`config.mk`:
```
export PLATFORM = sky130hd
export DESIGN_NAME = score_display
export DESIGN_NICKNAME = d
export VERILOG_FILES = /design/src/rtl/score_display.sv
export SDC_FILE = /design/constraint.sdc
export NUM_CORES = 1
export LEC_CHECK = 0
export BUFFER_PORTS_ARGS = -buffer_cell sky130_fd_sc_hd__buf_4
export CAP_MARGIN = 20
export CORE_MARGIN = 4
export CORE_UTILIZATION = 45
export CTS_CLUSTER_SIZE = 16
export DETAILED_ROUTE_END_ITERATION = 6
export GPL_TIMING_DRIVEN = 0
export PLACE_DENSITY = 0.71
export SYNTH_ARGS = -nofsm -noshare
export SYNTH_HDL_FRONTEND = slang
export SYNTH_SLANG_ARGS = --single-unit
```
`constraint.sdc`:
```
create_clock -name clk -period 2.8 [get_ports clk]
set_clock_uncertainty 0.05 [all_clocks]
set_input_delay 0.7 -clock clk [delete_from_list [all_inputs] [get_ports clk]]
set_output_delay 0.7 -clock clk [all_outputs]
set_load 0.02 [all_outputs]
```
`src/rtl/score_display.sv`:
```
// rtl/score_display.sv - two-score double-dabble BCD converter with 4-digit multiplexed 7-segment driver; define SCORE_BLANK_ZERO_EN to blank zero tens digits
module score_display #(
    parameter int unsigned REFRESH_DIV = 50000
) (
    input  logic       clk,
    input  logic       rst_n,
    input  logic [5:0] scoreX,
    input  logic [5:0] scoreO,
    output logic [3:0] an,
    output logic [6:0] seg,
    output logic       conv_done
);

    localparam int CW = (REFRESH_DIV > 2) ? $clog2(REFRESH_DIV) : 1;

    typedef enum logic [1:0] {IDLE, LOAD, SHIFT, LATCH} state_t;

    state_t      state_q;
    logic [2:0]  shift_cnt_q;
    // working register layout: {tens[3:0], ones[3:0], binary[5:0]}
    logic [13:0] work_x_q, work_x_d;
    logic [13:0] work_o_q, work_o_d;
    logic [7:0]  disp_x_q, disp_o_q;
    logic        conv_done_q;

    logic          active_q;
    logic [CW-1:0] cnt_q;
    logic [1:0]    idx_q;
    logic [3:0]    an_q, an_d;
    logic [6:0]    seg_q, seg_d;
    logic [3:0]    digit;

    // One double-dabble step: add 3 to any BCD nibble >= 5, then shift left.
    function automatic logic [13:0] dd_step(input logic [13:0] w);
        logic [3:0] t;
        logic [3:0] o;
        t = w[13:10];
        o = w[9:6];
        if (o >= 4'd5) o = o + 4'd3;
        if (t >= 4'd5) t = t + 4'd3;
        return {t[2:0], o, w[5:0], 1'b0};
    endfunction

    function automatic logic [6:0] seg_enc(input logic [3:0] d);
        case (d)
            4'd0:    return 7'b1000000;
            4'd1:    return 7'b1111001;
            4'd2:    return 7'b0100100;
            4'd3:    return 7'b0110000;
            4'd4:    return 7'b0011001;
            4'd5:    return 7'b0010010;
            4'd6:    return 7'b0000010;
            4'd7:    return 7'b1111000;
            4'd8:    return 7'b0000000;
            4'd9:    return 7'b0010000;
            default: return 7'b1111111;
        endcase
    endfunction

    // Next working values while shifting
    always_comb begin
        work_x_d = dd_step(work_x_q);
        work_o_d = dd_step(work_o_q);
    end

    // Conversion FSM: IDLE -> LOAD -> SHIFT x6 -> LATCH, free-running
    always_ff @(posedge clk or negedge rst_n) begin
        if (!rst_n) begin
            state_q     <= IDLE;
            shift_cnt_q <= 3'd0;
            work_x_q    <= 14'd0;
            work_o_q    <= 14'd0;
            disp_x_q    <= 8'd0;
            disp_o_q    <= 8'd0;
            conv_done_q <= 1'b0;
        end else begin
            conv_done_q <= 1'b0;
            case (state_q)
                IDLE: state_q <= LOAD;
                LOAD: begin
                    work_x_q    <= {8'd0, scoreX};
                    work_o_q    <= {8'd0, scoreO};
                    shift_cnt_q <= 3'd0;
                    state_q     <= SHIFT;
                end
                SHIFT: begin
                    work_x_q    <= work_x_d;
                    work_o_q    <= work_o_d;
                    shift_cnt_q <= shift_cnt_q + 3'd1;
                    if (shift_cnt_q == 3'd5) state_q <= LATCH;
                end
                LATCH: begin
                    disp_x_q    <= work_x_q[13:6];
                    disp_o_q    <= work_o_q[13:6];
                    conv_done_q <= 1'b1;
                    state_q     <= IDLE;
                end
                default: state_q <= IDLE;
            endcase
        end
    end

    // Select the digit for the current scan index and encode it
    always_comb begin
        an_d  = 4'b1111;
        seg_d = 7'b1111111;
        case (idx_q)
            2'd3:    digit = disp_x_q[7:4];
            2'd2:    digit = disp_x_q[3:0];
            2'd1:    digit = disp_o_q[7:4];
            default: digit = disp_o_q[3:0];
        endcase
        if (active_q) begin
            an_d  = ~(4'b0001 << idx_q);
            seg_d = seg_enc(digit);
`ifdef SCORE_BLANK_ZERO_EN
            // odd indices are the tens positions
            if (idx_q[0] && (digit == 4'd0)) seg_d = 7'b1111111;
`endif
        end
    end

    // Refresh counter, scan index and registered display outputs; scanning waits for the first latch
    always_ff @(posedge clk or negedge rst_n) begin
        if (!rst_n) begin
            active_q <= 1'b0;
            cnt_q    <= '0;
            idx_q    <= 2'd3;
            an_q     <= 4'b1111;
            seg_q    <= 7'b1111111;
        end else begin
            if (state_q == LATCH) active_q <= 1'b1;
            if (active_q) begin
                if (cnt_q == CW'(REFRESH_DIV - 1)) begin
                    cnt_q <= '0;
                    idx_q <= idx_q - 2'd1;
                end else begin
                    cnt_q <= cnt_q + 1'b1;
                end
            end
            an_q  <= an_d;
            seg_q <= seg_d;
        end
    end

    assign an        = an_q;
    assign seg       = seg_q;
    assign conv_done = conv_done_q;

endmodule

```
==> flow_results.org, run 1 <==
** Drt
- Across all layers, the routed design uses 2,696 vias.
- The first routing iteration left 150 violations.
- The routed design has 7241 um of wire.
- The count of nets left with antenna violations once routing finished came out at 0.
- Dividing the detail-routed via count by the number of cells gives 5.276.
- Drt pass-1 iters :: 4
- Routed WL per cell :: 14.17 um
- For this run, design rule violations remaining after detail routing come to 0.

** Setup path
- Setup slack on the worst reg-to-reg path comes out at 0.38 ns.
- STA classifies the critical path endpoint as a register.
- Category of the worst setup path launch point :: register
- The critical path is of the reg2reg type.
- Crit path DAT :: 2.66 ns
- Crit Path Max Fanout :: 9
- At the worst endpoint, the required time is 3.04 ns.

** Logic synthesis
- Dividing the synthesized area by the synthesized cell count gives 10.66 um^2.
- Counting every net in the synthesized netlist gives 401.
- The number of different library cells used by synthesis comes to 43.
- Synthesis warning total :: 0
- The mapped netlist covers 3892 um^2.
- Post-synthesis register bit count :: 80
- Sequential fraction of the synthesis area :: 0.5185
- Post-Syn Instances :: 365

** Floorplanning
- Top-level I/O count :: 26
- The die is 101.0 um tall.
- Die Footprint :: 10,200 um^2
- The floorplan step set the die width to 101.0 um.
- Initial standard-cell utilization of the core :: 0.4690
- In this run the standard cell core region covers 8299 um^2.
- Core Rows :: 33

** Global route
- In the global route stage, met3 resource usage came out at 0.02837.
- Vias in the first global route :: 2,672
- In the global route stage, met2 resource usage came out at 0.2511.
- Gr ovfl total :: 0
- Number of antenna violations at the first check in global routing :: 0
- Pin count of the biggest net entering global routing :: 81
- Global-route usage over all layers :: 0.1544
- Wire length of the first global-routing pass :: 12,460 um
- Routing usage on met1 :: 0.2004
- The layer flagged by global routing as most heavily used is met2.

** Clock network
- Count of cells resized by post-cts repair :: 0
- The tree built by TritonCTS fans out to 80 sinks.
- Post-CTS Hold Fix Bufs :: 0
- After clock tree synthesis, the clock-pin slew on the worst setup and hold paths is 0.09 ns.
- Clock root buffer :: clkbuf_8
- TritonCTS clock tree :: yes
- At the later pin of the worst-skew pair, clock insertion delay measures 0.34 ns.
- Clock buffer count from CTS :: 9
- H-tree Lvls :: 3
- The clock passes through at most 2 buffers.
- After clock tree synthesis, the setup repair step added 0 buffers.

** Pwr
- For this design the ratio of total power to cell area is 605.5 nW/um^2.
- Total power for the finished layout comes to 2.714 mW.
- Static leakage power :: 2.066 nW
- IR analysis of the VDD net gives a maximum drop of 293.7 uV.

** STA
- Setup repair after global routing missed its margin :: no
- At the pin with the least slew margin, the transition time is 0.9706 ns.
- Max Clock Freq :: 0.4130 GHz
- The final number of hold-violating endpoints was 0.
- Headroom to the max-slew limit came out at 0.3529.
- Of the available clock period, the critical path in the final layout requires 0.8647.
- Sum of negative setup slack :: 0 ns
- The final number of max-transition violations was 0.
- Final-report setup violation count :: 0
- The worst path needs 2.421 ns of the cycle, external delays included.
- In the post-route analysis, the smallest setup slack over all paths is 0.3788 ns.

** Flow run
- Across the run, the number of max-cap violations was 0.

** Layout
- Share of post-route cells with drive strength above 1 :: 0.1823
- After the last flow step, the layout net total stands at 437.
- Relative area change from synthesis to final layout :: 15.14%
- 0 antenna diodes ended up in the layout.
- Final design utilization :: 0.5400
- Post-route non-filler standard cell count :: 511

** Placed design
- The HPWL after detailed placement is 5110 um.
- Counting tap cells, the placed design contains a total of 495 instances.
- Input and output buffers added on the ports amount to 25.
- At the placement stage, the worst setup path has a slack of 0.3941 ns.
- The congestion estimate from routability-driven global placement came to 0.7899.

** Status
- Result of the run :: finished clean

** Worst hold path
- In this run the worst hold path is classified as in2async.
==> registers in the layout (all words and copies together) (netlist names) <==
signal / cells
active_q: 1
an: 4
cnt_q: 16
conv_done: 1
disp_o_q: 8
disp_x_q: 8
idx_q: 2
seg: 7
shift_cnt_q: 3
state_q: 2
work_o_q: 14
work_x_q: 14
==> final cells by class <==
cell class	instances	area [um^2]
clock buffer	13	224.0
inverter	33	123.9
timing repair buffer	25	187.7
clock inverter	3	46.29
buffer	16	61.31
multi-input combinational	236	1689
tap	105	131.4
fill	710	3817
sequential	80	2018
==> synthesized netlist by cell type <==
library cell / instances / share of area
and3_1: 7 / 0.011
nor4_1: 1 / 0.0016
nand3_1: 12 / 0.015
or2_2: 1 / 0.0016
a21oi_1: 19 / 0.024
a222oi_1: 4 / 0.010
nor3_1: 8 / 0.010
dfstp_2: 13 / 0.088
mux2i_1: 14 / 0.036
inv_1: 33 / 0.032
a31oi_1: 1 / 0.0016
nor2_1: 21 / 0.020
a31o_2: 1 / 0.0023
o21ai_0: 25 / 0.032
o32ai_1: 2 / 0.0045
xnor2_1: 17 / 0.038
nand2_1: 18 / 0.017
buf_1: 1 / 0.00096
and4_1: 1 / 0.0023
a211oi_1: 3 / 0.0058
o21ai_1: 4 / 0.0051
or4_1: 1 / 0.0019
and2_1: 1 / 0.0016
dfrtp_1: 67 / 0.43
nand4_1: 7 / 0.011
mux2_2: 14 / 0.041
nand3b_1: 4 / 0.0077
nor3b_1: 1 / 0.0019
or4b_4: 1 / 0.0035
and4b_1: 1 / 0.0026
mux2_1: 3 / 0.0087
a21boi_1: 1 / 0.0019
xor2_1: 3 / 0.0068
buf_2: 1 / 0.0013
clkbuf_1: 14 / 0.014
ha_1: 22 / 0.071
mux2i_2: 2 / 0.0071
nor2b_1: 1 / 0.0016
o22ai_1: 8 / 0.013
nor4b_1: 1 / 0.0023
o311ai_1: 1 / 0.0023
nand2b_1: 4 / 0.0064
o31ai_1: 1 / 0.0019
==> where the power goes <==
group	total [mW]	internal, mW	leakage [nW]	switching [mW]
logic	0.342	0.150	0.934	0.192
registers	1.31	1.27	1.00	0.0365
clock network	1.06	0.632	0.133	0.432
==> routing by layer <==
layer / vias up / part of all wire
li1: 1335 / -
met1: 1310 / 0.46
met2: 41 / 0.49
met3: 10 / 0.035
met4: 0 / 0.019
met5: - / 0
==> cell usage in the layout (no fill, tap or decap), types with 3 or more instances in the layout <==
cell type,synthesis,layout
nor2_1,21,21
a211oi_1,3,3
mux2i_1,14,14
dfrtp_1,67,67
mux2_1,3,3
nor3_1,8,8
clkbuf_1,14,14
o22ai_1,8,8
mux2_2,14,14
ha_1,22,22
dfstp_2,13,13
buf_4,0,25
nand2b_1,4,4
clkbuf_8,0,9
nand4_1,7,7
nand2_1,18,18
xnor2_1,17,17
xor2_1,3,3
a222oi_1,4,4
o21ai_1,4,4
clkbuf_16,0,4
inv_1,33,33
a21oi_1,19,19
nand3b_1,4,4
and3_1,7,7
nand3_1,12,12
o21ai_0,25,25
==> cell families (layout without fill, tap and decap cells) <==
logic type               after synthesis  after routing  share of synthesized area
adder cells (fa/ha/maj)               22             22                    0.07072
AO/OA/AOI/OAI                         70             70                     0.1051
AND/OR/NAND/NOR                       91             91                     0.1209
buffers and inverters                 49             90                    0.04757
multiplexers                          33             33                    0.09225
XOR/XNOR                              20             20                    0.04500
flip-flops                            80             80                     0.5185
==> worst max-delay path, cell delays in order (launching register included) <==
cell and delay (ns):
dfstp_2 0.55, inv_1 0.09, ha_1 0.28, a222oi_1 0.47, mux2i_2 0.26, or4b_4 0.57, nand3_1 0.09
==> path summary, 6_finish.rpt <==
kind,cells past startpoint,end,from
max,6,seg[3],idx_q[0]
min,1,cnt_q[11],rst_n
max reg2reg,6,seg[3],idx_q[0]
min reg2reg,1,cnt_q[13],cnt_q[13]
max in group asynchronous,1,work_o_q[0],rst_n
min in group clk,1,cnt_q[13],cnt_q[13]
==> per-stage QoR <==
| stage | hold WS (ns) | cell area [um^2] |
|---|---|---|
| detailed placement | 0.4393 | 4212 |
| CTS | 0.4535 | 4482 |
| global placement | 0.4346 | 4212 |
| global route | 0.4681 | 4482 |
| floorplan | 0.3544 | 3892 |
| finish | 0.4542 | 4482 |
No activity file was read; power rests on OpenSTA's default activity.
==> run 2, diff against run 1 <==
Settings changed: PLACE_DENSITY 0.71 to 0.67, REMOVE_ABC_BUFFERS set to 1, SETUP_SLACK_MARGIN set to 0.3.
==> run 2 against run 1 <==
  * Die area is the same
  * Largest cell class unchanged
  * Combinational power grew 1%
  * Sequential share of layout area hardly changed
  * Register-to-register slack improved by 0.06 ns
  * Critical path type unchanged
==> flow_results.org, run 2 (synthesized netlist as in run 1, its figures left out) <==
** Pwr
- Static leakage power :: 2.061 nW (was 2.066 nW)
- VDD IR max :: 299.7 uV (was 293.7 uV)
- Relative contribution of sequential cells to total power :: 0.471 (was 0.482)
- The share of power burned in the clock network is 0.405 (was 0.392).
- Total power consumption of the routed design :: 2.782 mW (was 2.714 mW)
- Fraction of power consumed by combinational cells :: 0.125 (was 0.126)
- The net switching share of the total power was 0.2339 (was 0.2435).
- The net load switching power came to 0.6508 mW (was 0.6610 mW).
- Total internal power :: 2.132 mW (was 2.053 mW)
- The power per standard cell area is 620.6 nW/um^2 (was 605.5 nW/um^2).

** Placed design
- DPL Wire Length :: 4644 um (was 5110 um)
- The pre-CTS worst setup slack came to 0.2748 ns (was 0.3941 ns).
- Weighted congestion reported at the end of routability-driven placement :: 0.7640 (was 0.7899)
- Number of I/O port buffers :: 25 (unchanged)
- The placement-stage cell area was 4185 um^2 (was 4212 um^2).

** Setup path
- The register-to-register setup slack was 0.44 ns (was 0.38 ns).
- The kind of start point of the critical path was a register (unchanged).
- Cells traversed along the worst timing path :: inv_1 > ha_1 > a222oi_1 > mux2i_2 > or4b_4 > nand3_1 (unchanged)
- The beginning of the worst register-to-register path is idx_q[0] (unchanged).
- Crit Path Max Fanout :: 10 (was 9)
- The slowest library cell on the worst path was or4b_4 (unchanged).
- The required time reported for the critical path endpoint was 3.04 ns (about the same).
- The kind of capture point of the worst setup path is a register (unchanged).
- The startpoint-to-endpoint class of the critical path is reg2reg (unchanged).
- Critical path capture point :: seg[3] (unchanged)
- The peak per-stage delay on the critical path was 0.59 ns (was 0.57 ns).
- Setup crit start :: idx_q[0] (unchanged)
- The critical path data arrival time is 2.60 ns (was 2.66 ns).
- Family of cells with the greatest summed delay on the critical path :: simple AND/OR/NAND/NOR gates (unchanged)
- The count of cell instances traversed by the critical path was 6 (unchanged).
- The combined buffer and inverter count along the critical path was 1 (unchanged).
- The critical register-to-register path endpoint was seg[3] (unchanged).
- Reg2Reg Depth :: 6 (unchanged)

** Global route
- The pin count of the biggest net entering global routing is 81 (unchanged).
- The global-route wire length before repair came to 11,740 um (was 12,460 um).
- Vias in the first global route :: 2,558 (was 2,672)
- Gr ovfl total :: 0 (unchanged)
- Number of antenna violations at the first check in global routing :: 0 (unchanged)
- Global-route usage over all layers :: 0.1434 (was 0.1544)

** Clock network
- The clock-pin transition on the worst setup and hold timing paths was 0.08 ns (was 0.09 ns).
- The cell at the root of the clock tree is clkbuf_8 (unchanged).
- Number of buffers between clock root and the deepest sink :: 2 (unchanged)
- Clk_lat worst skew :: 0.35 ns (was 0.34 ns)
- The CTS tree was yes (unchanged).
- Clock buffer count from CTS :: 9 (unchanged)
- H-tree Lvls :: 3 (unchanged)
- TritonCTS sink count :: 80 (unchanged)

** STA
- Setup repair after global routing missed its margin: no (unchanged).
- Sum of negative setup slack :: 0 ns (unchanged)
- Post-route setup slack :: 0.4357 ns (was 0.3788 ns)
- The final number of hold-violating endpoints came to 0 (unchanged).
- The slew at the pin closest to its max-slew limit was 0.8280 ns (was 0.9706 ns).
- The final period utilization came to 0.8444 (was 0.8647).
- Number of max-slew violations in the final report :: 0 (unchanged)
- The count of final setup violators came to 0 (unchanged).
- The worst relative slew slack came to 0.4480 (was 0.3529).
- The maximum frequency from static timing analysis was 0.4230 GHz (was 0.4130 GHz).
- Time the worst path needs with I/O delays and setup :: 2.364 ns (was 2.421 ns)

** Drt
- Total DRC errors in the routed layout :: 0 (unchanged)
- Drt pass-1 iters :: 4 (unchanged)
- Routed WL per cell :: 13.87 um (was 14.17 um)
- Vias after detailed routing :: 2,683 (was 2,696)
- Drt via density :: 5.388 (was 5.276)
- The iteration-0 DRC count of the detailed router is 81 (was 150).
- The final wirelength was 6907 um (was 7241 um).
- The number of antenna-violating nets in the routed design came to 0 (unchanged).

** Floorplanning
- The full die area was 10,200 um^2 (unchanged).
- Top-level I/O count :: 26 (unchanged)
- The die boundary width is 101.0 um (unchanged).
- The initial core utilization is 0.4690 (unchanged).
- The die height is 101.0 um (unchanged).
- Placeable Area :: 8299 um^2 (unchanged)
- Core Rows :: 33 (unchanged)

** Status
- Result of the run: finished clean (unchanged).

** Layout
- The number of flip-flops under the largest register name is 16 (unchanged).
- Register with the most flip-flops :: cnt_q (unchanged)
- Design Area, Final :: 4483 um^2 (was 4482 um^2)
- The share of the core filled with cells was 0.5402 (was 0.5400).
- The number of nets at the end of the flow is 424 (was 437).
- The synthesis-to-finish area growth came to 15.17% (was 15.14%).
- Count of inserted antenna diode cells :: 0 (unchanged)
- Most common library cell in the layout ignoring fill and taps :: dfrtp_1 (unchanged)
- Leading cell types in the layout, fill and taps excluded: dfrtp_1 (67), inv_1 (33), buf_4 (26), o21ai_0 (25), nor2_1 (21) (was dfrtp_1 (67), inv_1 (33), o21ai_0 (25), buf_4 (25), ha_1 (22)).
- Largest registers ranked by flip-flop count :: cnt_q (16), work_o_q (14), work_x_q (14) (unchanged)
- The fraction of layout instances using a drive strength above 1 came to 0.1985 (was 0.1823).

** Flow run
- Max-capacitance violation count :: 0 (unchanged)

** Worst hold path
- The class of the most critical hold timing path was in2async (unchanged).
-- run 2: routing by layer --
layer / global-route usage / part of all wire
met1: 0.1827 / 0.46
met2: 0.2370 / 0.48
met3: 0.02907 / 0.039
met4: 0.06135 / 0.016
met5: 0 / 0
-- run 2: repair_timing --
item / 4_1_cts / 5_1_grt
resized for setup: 1 / 2
setup endpoints to repair: 2 / 4
gates cloned: 0 / 0
hold buffers: 0 / 0
buffers inserted: 0 / 0
-- run 2: how the worst min path moves through the flow --
stage	start	end	slack (ns)	cells past startpoint
floorplan	rst_n	active_q	0.35	0
global placement	cnt_q[13]	cnt_q[13]	0.44	1
detailed placement	cnt_q[13]	cnt_q[13]	0.45	1
CTS	cnt_q[13]	cnt_q[13]	0.46	1
global route	rst_n	cnt_q[13]	0.29	1
finish	rst_n	cnt_q[10]	0.27	1
-- run 2: area by class of cell --
class                           instances  area, um^2
Fill cell                             764        3816
Sequential cell                        80        2018
Inverter                               33       123.9
Clock buffer                           11       141.4
Tap cell                              105       131.4
Timing Repair Buffer                   28       242.7
Clock inverter                          5       127.6
Multi-Input combinational cell        236        1698
-- run 2: per-stage QoR --
step | hold WS, ns | instances
2_1_floorplan | 0.3544 | 349
3_3_place_gp | 0.4361 | 479
3_5_place_dp | 0.4469 | 481
4_1_cts | 0.4590 | 497
5_1_grt | 0.2915 | 498
6_report | 0.2655 | 498
-- run 2: power by group through the flow --
stage | Sequential (mW) | Combinational, mW | Clock [mW]
finish | 1.31 | 0.346 | 1.13
global route | 1.32 | 0.383 | 1.20
CTS | 1.31 | 0.346 | 1.16
detailed placement | 1.33 | 0.344 | 0
global placement | 1.33 | 0.335 | 0
floorplan | 1.38 | 0.153 | 0
==> run 3, diff against run 2 <==
Clock period 2.8 ns to 2.4 ns, I/O delays scaled along.
==> run 3 against run 2 <==
  * Critical endpoint unchanged
  * Wire length increased by 4.5%
  * Cell area is 4.9% higher
  * Fmax increased by 9.2%
  * Die area did not move
  * Setup slack got worse by 0.20 ns
  * Hold slack got worse by 0.10 ns
==> flow_results.org, run 3 (synthesized netlist as in run 1, its figures left out) <==
** Status
- Result of the run :: finished clean (unchanged)

** Clock network
- Number of buffers between clock root and the deepest sink :: 2 (unchanged)
- The maximum level of the CTS H-tree is 3 (unchanged).
- The clock latency of the later-clocked register in the worst-skew pair came to 0.35 ns (about the same).
- Post-CTS Hold Fix Bufs :: 0 (unchanged)
- Clock buffer count from CTS :: 9 (unchanged)
- Clock root buffer :: clkbuf_8 (unchanged)
- Clock-pin slew on the worst setup and hold paths :: 0.09 ns (was 0.08 ns)
- The clock sink count is 80 (unchanged).
- TritonCTS clock tree :: yes (unchanged)

** Setup path
- Slowest cell on the critical path :: dfstp_2 (was or4b_4)
- The worst reg-to-reg path cell count came to 8 (was 6).
- The required time reported for the critical path endpoint came to 2.62 ns (was 3.04 ns).
- The register-to-register setup slack came to 0.23 ns (was 0.44 ns).
- The critical path data arrival time came to 2.38 ns (was 2.60 ns).
- Category of the worst setup path launch point :: register (unchanged)
- The beginning of the worst register-to-register path was idx_q[1] (was idx_q[0]).
- Cells traversed along the worst timing path: inv_4 > ha_4 > a222oi_1 > mux2i_2 > inv_1 > ha_2 > o21ai_1 > nand3_2 (was inv_1 > ha_1 > a222oi_1 > mux2i_2 > or4b_4 > nand3_1).
- The startpoint-to-endpoint class of the critical path was reg2reg (unchanged).
- The highest net fanout along the worst path is 5 (was 10).
- The critical register-to-register path endpoint was seg[3] (unchanged).
- Crit. End Element :: register (unchanged)
- Worst path max stage delay :: 0.58 ns (was 0.59 ns)

** Placed design
- DPL Wire Length :: 4644 um (unchanged)
- The final weighted congestion of routability-driven global placement is 0.7640 (unchanged).
- Number of I/O port buffers :: 25 (unchanged)

** Floorplanning
- The die height is 101.0 um (unchanged).
- Top-level I/O count :: 26 (unchanged)
- The full die area is 10,200 um^2 (unchanged).
- Placeable Area :: 8299 um^2 (unchanged)
- The number of placement rows was 33 (unchanged).
- Initial standard-cell utilization of the core :: 0.4690 (unchanged)
- Die outline width :: 101.0 um (unchanged)

** Drt
- Post-route ant nets :: 0 (unchanged)
- The per-cell routed wire length came to 14.12 um (was 13.87 um).
- Drt pass-1 iters :: 6 (was 4)
- Drt via density :: 5.389 (was 5.388)
- Vias after detailed routing :: 2,754 (was 2,683)
- The final wirelength came to 7215 um (was 6907 um).
- Total DRC errors in the routed layout :: 0 (unchanged)
- The iteration-0 DRC count of the detailed router is 93 (was 81).

** STA
- Worst Max-Slew Pin Slew :: 0.8085 ns (was 0.8280 ns)
- Number of max-slew violations in the final report :: 0 (unchanged)
- The post-route minimum period is 2.166 ns (was 2.364 ns).
- Setup repair after global routing missed its margin :: yes (was no)
- The count of final setup violators was 0 (unchanged).
- The final number of hold-violating endpoints was 0 (unchanged).
- Max Clock Freq :: 0.4617 GHz (was 0.4230 GHz)
- The worst relative slew slack was 0.4610 (was 0.4480).
- Final cycle utilization of the critical path :: 0.9024 (was 0.8444)

** Worst hold path
- The class of the most critical hold timing path was in2async (unchanged).

** Global route
- The pin count of the biggest net entering global routing was 81 (unchanged).
- Vias in the first global route :: 2,591 (was 2,558)
- Gr ovfl total :: 0 (unchanged)
- The global-route total usage across every layer came to 0.1459 (was 0.1434).
- The number of antenna violations at the first check in global routing came to 0 (unchanged).
- Wire length of the first global-routing pass :: 11,910 um (was 11,740 um)

** Layout
- Relative area change from synthesis to final layout :: 20.77% (was 15.17%)
- The share of the core filled with cells is 0.5664 (was 0.5402).
- The fraction of layout instances using a drive strength above 1 came to 0.2709 (was 0.1985).
- Largest registers ranked by flip-flop count: cnt_q (16), work_o_q (14), work_x_q (14) (unchanged).
- Number of flip-flops under the largest register name :: 16 (unchanged)
- Count of inserted antenna diode cells :: 0 (unchanged)
- # nets final :: 437 (was 424)
- Leading cell types in the layout, fill and taps excluded: dfrtp_1 (66), buf_4 (36), inv_1 (30), o21ai_0 (24), nor2_1 (21) (was dfrtp_1 (67), inv_1 (33), buf_4 (26), o21ai_0 (25), nor2_1 (21)).
- Most common library cell in the layout ignoring fill and taps :: dfrtp_1 (unchanged)
- The fill cell total of the finished layout is 732 (was 764).
- Register with the most flip-flops :: cnt_q (unchanged)

** Pwr
- The peak ir drop on the vdd network came to 351.0 uV (was 299.7 uV).
- The power per standard cell area came to 708.5 nW/um^2 (was 620.6 nW/um^2).
- The overall power consumption is 3.330 mW (was 2.782 mW).
- Static leakage power :: 2.136 nW (was 2.061 nW)

** Flow run
- Max-capacitance violation count :: 0 (unchanged)
==> run 3: layer usage <==
layer	GRT usage	wire, um	up-vias
li1	-	-	1340
met1	0.1850	3198	1348
met2	0.2415	3562	56
met3	0.02976	343	10
met4	0.06339	110	0
met5	0	0	-
==> run 3: cell type report <==
class	count	area, um^2	area share
Clock buffer	11	141.4	0.03008
Clock inverter	5	127.6	0.02715
Inverter	33	126.4	0.02688
Multi-Input combinational cell	236	1809	0.3849
Sequential cell	80	2019	0.4296
Tap cell	105	131.4	0.02795
Timing Repair Buffer	41	345.3	0.07346
==> run 3: through the flow <==
step	worst slack (ns)	TNS [ns]	instance area [um^2]	std cells	hold WS (ns)
global placement	-0.4191	-2.993	4150	479	0.4361
global route	0.1518	0	4701	511	0.1940
floorplan	0.1907	0	3831	349	0.2544
finish	0.2341	0	4701	511	0.1646
CTS	0.2834	0	4542	503	0.3998
detailed placement	-0.1252	-0.2483	4185	481	0.4469
==> run 3: what timing repair did <==
item                                    CTS  global route
setup buffers                             6             6
hold endpoints to repair                  0             0
gates cloned                              0             1
endpoints found under the setup margin   17            11
gates resized for setup                  12            19
pin swaps                                 4             7
==> run 3: critical path: cells and delay by family (launching register included) <==
kind | cells | cell delay [ns]
DFF | 1 | 0.58
AOI/OAI and AO/OA | 2 | 0.55
adders and majority gates | 2 | 0.45
buffers and inverters | 2 | 0.18
muxes | 1 | 0.18
and+or+nand+nor | 1 | 0.09
==> run 3: how the worst max path moves through the flow <==
stage	startpoint	to	slack (ns)	cells after the start
detailed placement	state_q[0]	work_o_q[10]	-0.13	4
finish	idx_q[1]	seg[3]	0.23	8
floorplan	state_q[1]	work_o_q[10]	0.19	4
global route	idx_q[1]	seg[3]	0.15	8
CTS	idx_q[1]	seg[3]	0.28	6
global placement	state_q[1]	work_x_q[10]	-0.42	4
==> run 3: where the power goes <==
group          internal [mW]  switching (mW)
combinational          0.229           0.256
sequential              1.48          0.0436
clock                  0.825           0.492
total                   2.54           0.792
